<file path="src/rtl/wb_split_pkg.sv">
// wb_split_pkg: shared types and default constants for the Wishbone 1-to-N splitter
package wb_split_pkg;

    typedef enum logic [1:0] {
        IDLE = 2'd0,
        BUSY = 2'd1,
        RESP = 2'd2
    } state_e;

    localparam int          MAX_NSLV        = 8;
    localparam logic [31:0] DEFAULT_DATA_C  = 32'hDEADBEEF;
    localparam logic [14:0] SLV_SEL_DEFAULT = {3'b101, 3'b100, 3'b010, 3'b001, 3'b000};

endpackage

</file>
<file path="src/rtl/wb_split_decode.sv">
// wb_split_decode: priority decoder mapping the address select field to a slave index
module wb_split_decode
    import wb_split_pkg::*;
#(
    parameter int                    NSLV    = 5,
    parameter int                    SEL_W   = 3,
    parameter logic [NSLV*SEL_W-1:0] SLV_SEL = SLV_SEL_DEFAULT,
    parameter int                    IDXW    = (NSLV > 1) ? $clog2(NSLV) : 1
) (
    input  logic [SEL_W-1:0] sel_i,
    output logic             hit_o,
    output logic [IDXW-1:0]  idx_o
);

    // Scan from the top index down so the lowest matching index overrides duplicates
    always_comb begin
        hit_o = 1'b0;
        idx_o = '0;
        for (int i = NSLV - 1; i >= 0; i--) begin
            if (sel_i == SLV_SEL[i*SEL_W +: SEL_W]) begin
                hit_o = 1'b1;
                idx_o = IDXW'(i);
            end
        end
    end

endmodule

</file>
<file path="src/rtl/wb_split_n.sv">
// wb_split_n: Wishbone 1-to-N splitter with registered response, miss/timeout termination and error irq
module wb_split_n
    import wb_split_pkg::*;
#(
    parameter int                    NSLV         = 5,
    parameter int                    SEL_LSB      = 17,
    parameter int                    SEL_W        = 3,
    parameter logic [NSLV*SEL_W-1:0] SLV_SEL      = SLV_SEL_DEFAULT,
    parameter int                    TIMEOUT      = 255,
    parameter logic [31:0]           DEFAULT_DATA = DEFAULT_DATA_C
) (
    input  logic               wb_clk_i,
    input  logic               wb_rst_n_i,
    input  logic               wbs_cyc_i,
    input  logic               wbs_stb_i,
    input  logic               wbs_we_i,
    input  logic [3:0]         wbs_sel_i,
    input  logic [31:0]        wbs_adr_i,
    input  logic [31:0]        wbs_dat_i,
    output logic               wbs_ack_o,
    output logic [31:0]        wbs_dat_o,
    output logic [NSLV-1:0]    m_cyc_o,
    output logic [NSLV-1:0]    m_stb_o,
    output logic [31:0]        m_adr_o,
    output logic [31:0]        m_dat_o,
    output logic               m_we_o,
    output logic [3:0]         m_sel_o,
    input  logic [NSLV-1:0]    m_ack_i,
    input  logic [NSLV*32-1:0] m_dat_i,
    output logic               err_o,
    output logic [31:0]        err_adr_o,
    input  logic               err_clr_i,
    output logic               irq_o
);

    localparam int IDXW = (NSLV > 1) ? $clog2(NSLV) : 1;
    localparam int CW   = (TIMEOUT > 0) ? $clog2(TIMEOUT + 1) : 1;

    state_e          state_q, state_d;
    logic [IDXW-1:0] idx_q, idx_d;
    logic [CW-1:0]   cnt_q, cnt_d;
    logic [31:0]     dat_q, dat_d;
    logic [31:0]     adr_q, adr_d;
    logic [31:0]     err_adr_q, err_adr_d;
    logic            err_q, err_d;
    logic            irq_q, irq_d;
    logic            err_set;
    logic            dec_hit;
    logic [IDXW-1:0] dec_idx;

    wb_split_decode #(
        .NSLV    (NSLV),
        .SEL_W   (SEL_W),
        .SLV_SEL (SLV_SEL),
        .IDXW    (IDXW)
    ) u_decode (
        .sel_i (wbs_adr_i[SEL_LSB +: SEL_W]),
        .hit_o (dec_hit),
        .idx_o (dec_idx)
    );

    // Only the selected slave sees cyc/stb, and only while BUSY, so reset drops it at once
    assign m_cyc_o   = (state_q == BUSY) ? (NSLV'(1) << idx_q) : '0;
    assign m_stb_o   = m_cyc_o;
    assign m_adr_o   = wbs_adr_i;
    assign m_dat_o   = wbs_dat_i;
    assign m_we_o    = wbs_we_i;
    assign m_sel_o   = wbs_sel_i;
    assign wbs_ack_o = (state_q == RESP);
    assign wbs_dat_o = dat_q;
    assign err_o     = err_q;
    assign err_adr_o = err_adr_q;
    assign irq_o     = irq_q;

    // Next-state: decode in IDLE, wait for ack/timeout/abort in BUSY, single ack cycle in RESP
    always_comb begin
        state_d   = state_q;
        idx_d     = idx_q;
        cnt_d     = cnt_q;
        dat_d     = dat_q;
        adr_d     = adr_q;
        err_d     = err_q & ~err_clr_i;
        err_adr_d = err_adr_q;
        irq_d     = 1'b0;
        err_set   = 1'b0;
        case (state_q)
            IDLE: begin
                if (wbs_cyc_i && wbs_stb_i) begin
                    adr_d = wbs_adr_i;
                    if (dec_hit) begin
                        idx_d   = dec_idx;
                        cnt_d   = '0;
                        state_d = BUSY;
                    end else begin
                        dat_d   = DEFAULT_DATA;
                        err_set = 1'b1;
                        state_d = RESP;
                    end
                end
            end
            BUSY: begin
                if (m_ack_i[idx_q]) begin
                    dat_d   = m_dat_i[idx_q*32 +: 32];
                    state_d = RESP;
                end else if (TIMEOUT != 0 && cnt_q == CW'(TIMEOUT - 1)) begin
                    dat_d   = DEFAULT_DATA;
                    err_set = 1'b1;
                    state_d = RESP;
                end else if (!wbs_cyc_i) begin
                    state_d = IDLE;
                end else begin
                    cnt_d = cnt_q + 1'b1;
                end
            end
            RESP:    state_d = IDLE;
            default: state_d = IDLE;
        endcase
        if (err_set) begin
            err_d     = 1'b1;
            err_adr_d = (state_q == IDLE) ? wbs_adr_i : adr_q;
            irq_d     = 1'b1;
        end
    end

    // State and response registers with asynchronous active-low reset
    always_ff @(posedge wb_clk_i or negedge wb_rst_n_i) begin
        if (!wb_rst_n_i) begin
            state_q   <= IDLE;
            idx_q     <= '0;
            cnt_q     <= '0;
            dat_q     <= '0;
            adr_q     <= '0;
            err_q     <= 1'b0;
            err_adr_q <= '0;
            irq_q     <= 1'b0;
        end else begin
            state_q   <= state_d;
            idx_q     <= idx_d;
            cnt_q     <= cnt_d;
            dat_q     <= dat_d;
            adr_q     <= adr_d;
            err_q     <= err_d;
            err_adr_q <= err_adr_d;
            irq_q     <= irq_d;
        end
    end

endmodule

</file>
<file path="config.mk">
export PLATFORM = sky130hd
export DESIGN_NAME = wb_split_n
export DESIGN_NICKNAME = d
export VERILOG_FILES = /design/src/rtl/wb_split_pkg.sv /design/src/rtl/wb_split_decode.sv /design/src/rtl/wb_split_n.sv
export SDC_FILE = /design/constraint.sdc
export NUM_CORES = 1
export LEC_CHECK = 0
export ABC_AREA = 1
export BUFFER_PORTS_ARGS = -buffer_cell sky130_fd_sc_hd__buf_2
export CAP_MARGIN = 20
export CELL_PAD_IN_SITES_DETAIL_PLACEMENT = 1
export CELL_PAD_IN_SITES_GLOBAL_PLACEMENT = 1
export CORE_ASPECT_RATIO = 0.8
export CORE_UTILIZATION = 27
export DETAILED_ROUTE_END_ITERATION = 12
export GPL_ROUTABILITY_DRIVEN = 0
export GPL_TIMING_DRIVEN = 0
export PLACE_DENSITY = 0.82
export SYNTH_ARGS = -nofsm -noshare
export SYNTH_HDL_FRONTEND = slang
export SYNTH_SLANG_ARGS = --single-unit
</file>
<file path="constraint.sdc">
create_clock -name wb_clk_i -period 1.6 [get_ports wb_clk_i]
set_input_delay 0.24 -clock wb_clk_i [delete_from_list [all_inputs] [get_ports wb_clk_i]]
set_output_delay 0.24 -clock wb_clk_i [all_outputs]
set_load 0.05 [all_outputs]
</file>
# Word level (Yosys, flattened, before mapping)
# Index checks and enable logic that the tools add are counted.
# Widths: inputs -> output; s select.
# op_classes
shift	2
n_reduce_logical	9
n_bitwise	2
n_eq_ne	15
magnitude_cmp	1
n_addsub	1
multipliers	0
div_mod_pow	0
muxes	38
# ops
cell	count
$mux 32	5
$shiftx 160x9->32	1
$pmux 32 s2	1
$mux 8	5
$pmux 8 s2	1
$mux 3	5
$mux 1	12
$ne 2x2->1 const B	6
$mux 2	5
$add 8x1->8 const B	1
$eq 8x8->1 const B	1
$eq 3x3->1 const B	2
$reduce_and 6->1	1
$mux 5	1
$shl 1x3->5 const A	1
$lt 3x4->1 const B	1
$ne 4x2->1 const B	1
$pmux 2 s2	1
$reduce_and 2->1	2
$reduce_and 4->1	1
$bmux 1 s3	1
$eq 3x1->1 const B	1
$eq 3x2->1 const B	1
$logic_not 3->1	1
other kinds (10)	10
# totals
wordCells	76
latchBits	0
mem_bits_rw	0
romBits	0
register_bits	111
memories	0
in_bits	239

# Logic depth before layout (Yosys ltp)
# depth
word_depth	10
depth_mapped	13

# Hierarchy
# A second synthesis with hierarchy kept.
# hier_totals
hier_cells	1087
area_unflattened_um2	7294.5
# by_module_without_submodules
module	seq_area_each_um2	cells_per_inst	n_inst	area_per_inst_um2
wb_split_n	2777.7	1075	1	7241.9
wb_split_decode	0.0	12	1	52.6

# Worst setup path before layout
# Ideal clock, no wire load.
# synth_timing
path_type	flip-flop to output port
startpoint	register idx_q[2]
endpoint	output m_stb_o[2]
slack_ps	-1075
arrival_ps	2435
required_ps	1360
path_stages_with_launch	6
n_path_buf	2
cell_sequence	dfrtp_1 > inv_2 > clkbuf_1 > nand2_1 > nor3_1 > buf_4
# synth_between
elab_chain_len	2
# synth_lines
element	line	source
start, declared	wb_split_n.sv:40	logic [IDXW-1:0] idx_q, idx_d;
start signal, assigned	wb_split_n.sv:138	idx_q <= idx_d;
$shl 1x3->5	wb_split_n.sv:63	assign m_cyc_o = (state_q == BUSY) ? (NSLV'(1) << idx_q) : '0;
$mux 5	wb_split_n.sv:63	
end, declared	wb_split_n.sv:23	output logic [NSLV-1:0] m_stb_o,
# Every way passes these cells.

# Worst setup path after layout
# layout_timing
startpoint	register idx_q[1]
endpoint	register err_adr_q[5] (netlist: err_adr_o[5])
# layout_between
elab_chain_len	4
# layout_lines
element	line	source
$bmux 1 s3	wb_split_n.sv:102	if (m_ack_i[idx_q]) begin
$mux 1 (not written as such)	wb_split_n.sv:102	
$mux 1	wb_split_n.sv:102	
$pmux 1 s2	wb_split_n.sv:86	case (state_q)
end signal, assigned	wb_split_n.sv:143	err_adr_q <= err_adr_d;
end, declared	wb_split_n.sv:44	logic [31:0] err_adr_q, err_adr_d;
# Every way passes these cells. The select of a mux whose other input is x is not followed.
# A chain may end at the register's enable or synchronous reset.

==> summary.txt <==
Logic synthesis
  – EDFF count, synth: 0
  – Ys Warns: 0
  – Synth Flop Type: dfrtp_1
  – Mean post-synth cell area: 6.85 um2
  – Synth unique cells: 29
  – Async SR Flop Fraction: 1.00
  – Syn_nets: 1,275
  – Cells after Synth: 1,034
  – Syn Std Cell Area: 0.00708 mm2
  – Post-synthesis sequential area ratio: 0.392
  – Flops & latches, synth: 111

Pwr
  – Total chip power: 0.0174 W
  – Power Dens Cells: 1520 mW/mm2
  – Worst ir drop on vdd: 0.871 mV
  – LEAKAGE: 6.33 nW

Cells and area
  – Nets@finish: 1,694
  – Commonest non-fill, non-tap cell in the layout: nand2_1
  – Post-route cell area: 0.0114 mm2
  – Most frequent cells in the layout: 414 x nand2_1, 337 x buf_2, 110 x buf_4, 106 x dfrtp_1, 69 x nand2_2
  – Layout cells sized above 1: 0.486
  – Area growth syn-to-layout: 61.4%
  – # fillers: 3,228

Timing
  – Setup violators final: 86
  – Max Fclk: 529 MHz
  – Final Hold Viols: 0
  – Crit path time final: 1.89 ns
  – RSZ-0062 raised after global routing: true
  – Worst-Margin Slew: 0.556 ns
  – Fin Clk Skew: 0.00782 ns
  – Slack of the critical path: -0.290 ns
  – Fin Hold WS: 0.0819 ns
  – Max Slew Vio Count: 0
  – Fin crit share: 1.18
  – Rel. slew slack: 0.629

Die
  – Row count: 52
  – Top-level I/O count: 385
  – Die X: 183 um
  – Starting Density: 0.278
  – Die Footprint: 0.0269 mm2
  – Die Span Y: 147 um
  – Core Area: 0.0255 mm2

GRT
  – Number of global-route vias before repair: 8,996
  – Largest net degree at the start of global routing: 87
  – First-pass GRT wire length: 49,300 um
  – Overall Global Routing Usage: 0.236
  – Total gr overflow: 0
  – Initial antenna violation count: 5

Clocking
  – Clk Tree Root Cell: clkbuf_16
  – Sink Count: 111
  – H-tree levels: 3
  – Total CTS buffers: 9
  – Clock tree buffer depth: 2
  – Clock Pin Slew Worst Setup and Hold Paths: 0.08 ns
  – Clock Latency Late Sink: 0.36 ns
  – CTS tree: yes

Outcome
  – Status: finished, violations left
  – Failing checks: negative setup slack

Worst hold path
  – Type of the worst min-delay path: in2reg
  – Hold Path Depth: 2

Routing
  – Top routing layer in use: met5
  – Met2 WL: 16,300 um
  – Wire length per cell: 18.3 um
  – Number of routed nets with antenna violations: 0
  – Via count: 8,675
  – Drt initial violations: 413
  – Remaining DRCs: 0
  – Detailed Route WL: 33,200 um
  – Drt via density: 4.78
  – WL met3: 1610 um
  – Drt first pass iters: 5
  – WL met1: 14,500 um

Place
  – HPWL Detailed: 23,700 um
  – Placed Area: 0.00943 mm2
  – I/O Buffers: 347

Job
  – Max_cap viols: 0

Setup path
  – Critical setup path kind: reg2reg
  – Worst EP arrival: 2.14 ns
  – CP endpoint kind: register
  – Critical Path Source Type: register
  – Worst R2R Path Depth: 12
  – Worst-path fanout max: 7
  – Crit path required time: 1.85 ns
[path summary, 6_finish.rpt]
| check | start | to | slack [ns] |
|---|---|---|---|
| setup / recovery | idx_q[1] | err_adr_o[5] | -0.29 |
| hold / removal | err_clr_i | err_o | 0.08 |
| setup reg to reg | idx_q[1] | err_adr_o[5] | -0.29 |
| hold reg to reg | adr_q[18] | adr_q[18] | 0.49 |
| max in group asynchronous | wb_rst_n_i | state_q[0] | 0.53 |
| min in group asynchronous | wb_rst_n_i | err_adr_o[24] | 0.31 |
[Yosys cell counts (2+ instances only)]
cell type | count | area [um2]
buf_1 | 4 | 15.0
buf_2 | 17 | 85.1
buf_4 | 82 | 616
buf_6 | 3 | 33.8
clkbuf_1 | 29 | 109
dfrtp_1 | 111 | 2780
ha_1 | 2 | 25.0
inv_1 | 39 | 146
inv_2 | 8 | 30.0
nand2_1 | 500 | 1880
nand2_2 | 5 | 31.3
nand2_4 | 2 | 22.5
nand3_1 | 96 | 480
nand3_2 | 3 | 30.0
nand4_1 | 34 | 213
nor2_1 | 13 | 48.8
nor2_8 | 2 | 40.0
nor3_1 | 5 | 25.0
o21ai_0 | 36 | 180
o22ai_1 | 30 | 188
xnor2_1 | 5 | 43.8
[cell type report]
class                   count  area (um2)  area share
clock inverters             6        62.6     0.00547
clock buffers              10         239      0.0209
flip-flops and latches    111        2780       0.244
well taps                 351         439      0.0384
inverters                  47         219      0.0192
plain buffers             131        1140      0.0996
diodes                      4        10.0    0.000876
multi-input cells         741        3940       0.344
repair buffers            412        2600       0.228
[stage by stage]
step	cells	util	setup TNS, ns	setup slack [ns]
after floorplan	1034	-	-0.539	-0.151
after global placement	1732	0.368	-153.99	-1.17
after detailed placement	1733	0.370	-30.62	-0.422
after CTS	1800	0.429	-11.22	-0.253
after global routing	1812	0.448	-22.71	-0.343
final	1813	0.448	-15.75	-0.290
[state kept, by name, indices dropped and copies added (netlist names)]
signal and cells:
idx_q 3, adr_q 32, cnt_q 8, irq_o 1, err_o 1, err_adr_o 32
state_q 2, wbs_dat_o 32
[worst max-delay path, cell delays in order (launching register included)]
cell	delay, ns
dfrtp_1	0.42
buf_12	0.17
nor2_8	0.11
inv_6	0.06
nor2_8	0.13
nand2_8	0.09
buf_12	0.13
nand3_4	0.13
nand2_8	0.13
buf_12	0.16
buf_16	0.14
nand2_4	0.06
nand2_2	0.05
[layer usage]
metal / vias to the layer above / global-route usage
li1: 4086 / -
met1: 4280 / 0.306
met2: 255 / 0.402
met3: 52 / 0.0419
met4: 2 / 0.0667
met5: - / 0
[where the power goes]
group	leakage, nW	total, W	switching, W	internal [W]
clock	0.149	0.00233	0.00118	0.00115
sequential	1.38	0.00446	0.000621	0.00384
combinational	4.80	0.0106	0.00740	0.00321
total	6.33	0.0174	0.00921	0.00819
[timing repair]
item                                    CTS  global route
setup buffers                            44            14
resized for setup                       183           137
hold buffers                              1             0
endpoints found under the setup margin  116           110
gates cloned                              9             1
hold endpoints to repair                 25             0
pin swaps                                27            38
[kinds of logic after synthesis]
family / count (synthesis) / share of synthesized area
xor gates and xnor gates: 6 / 0.00742
DFF: 111 / 0.392
adders and majority gates: 2 / 0.00353
AOI/OAI and AO/OA: 69 / 0.0555
buffers and inverters: 182 / 0.146
and+or+nand+nor: 664 / 0.395
(Power assumes the default switching activity.)
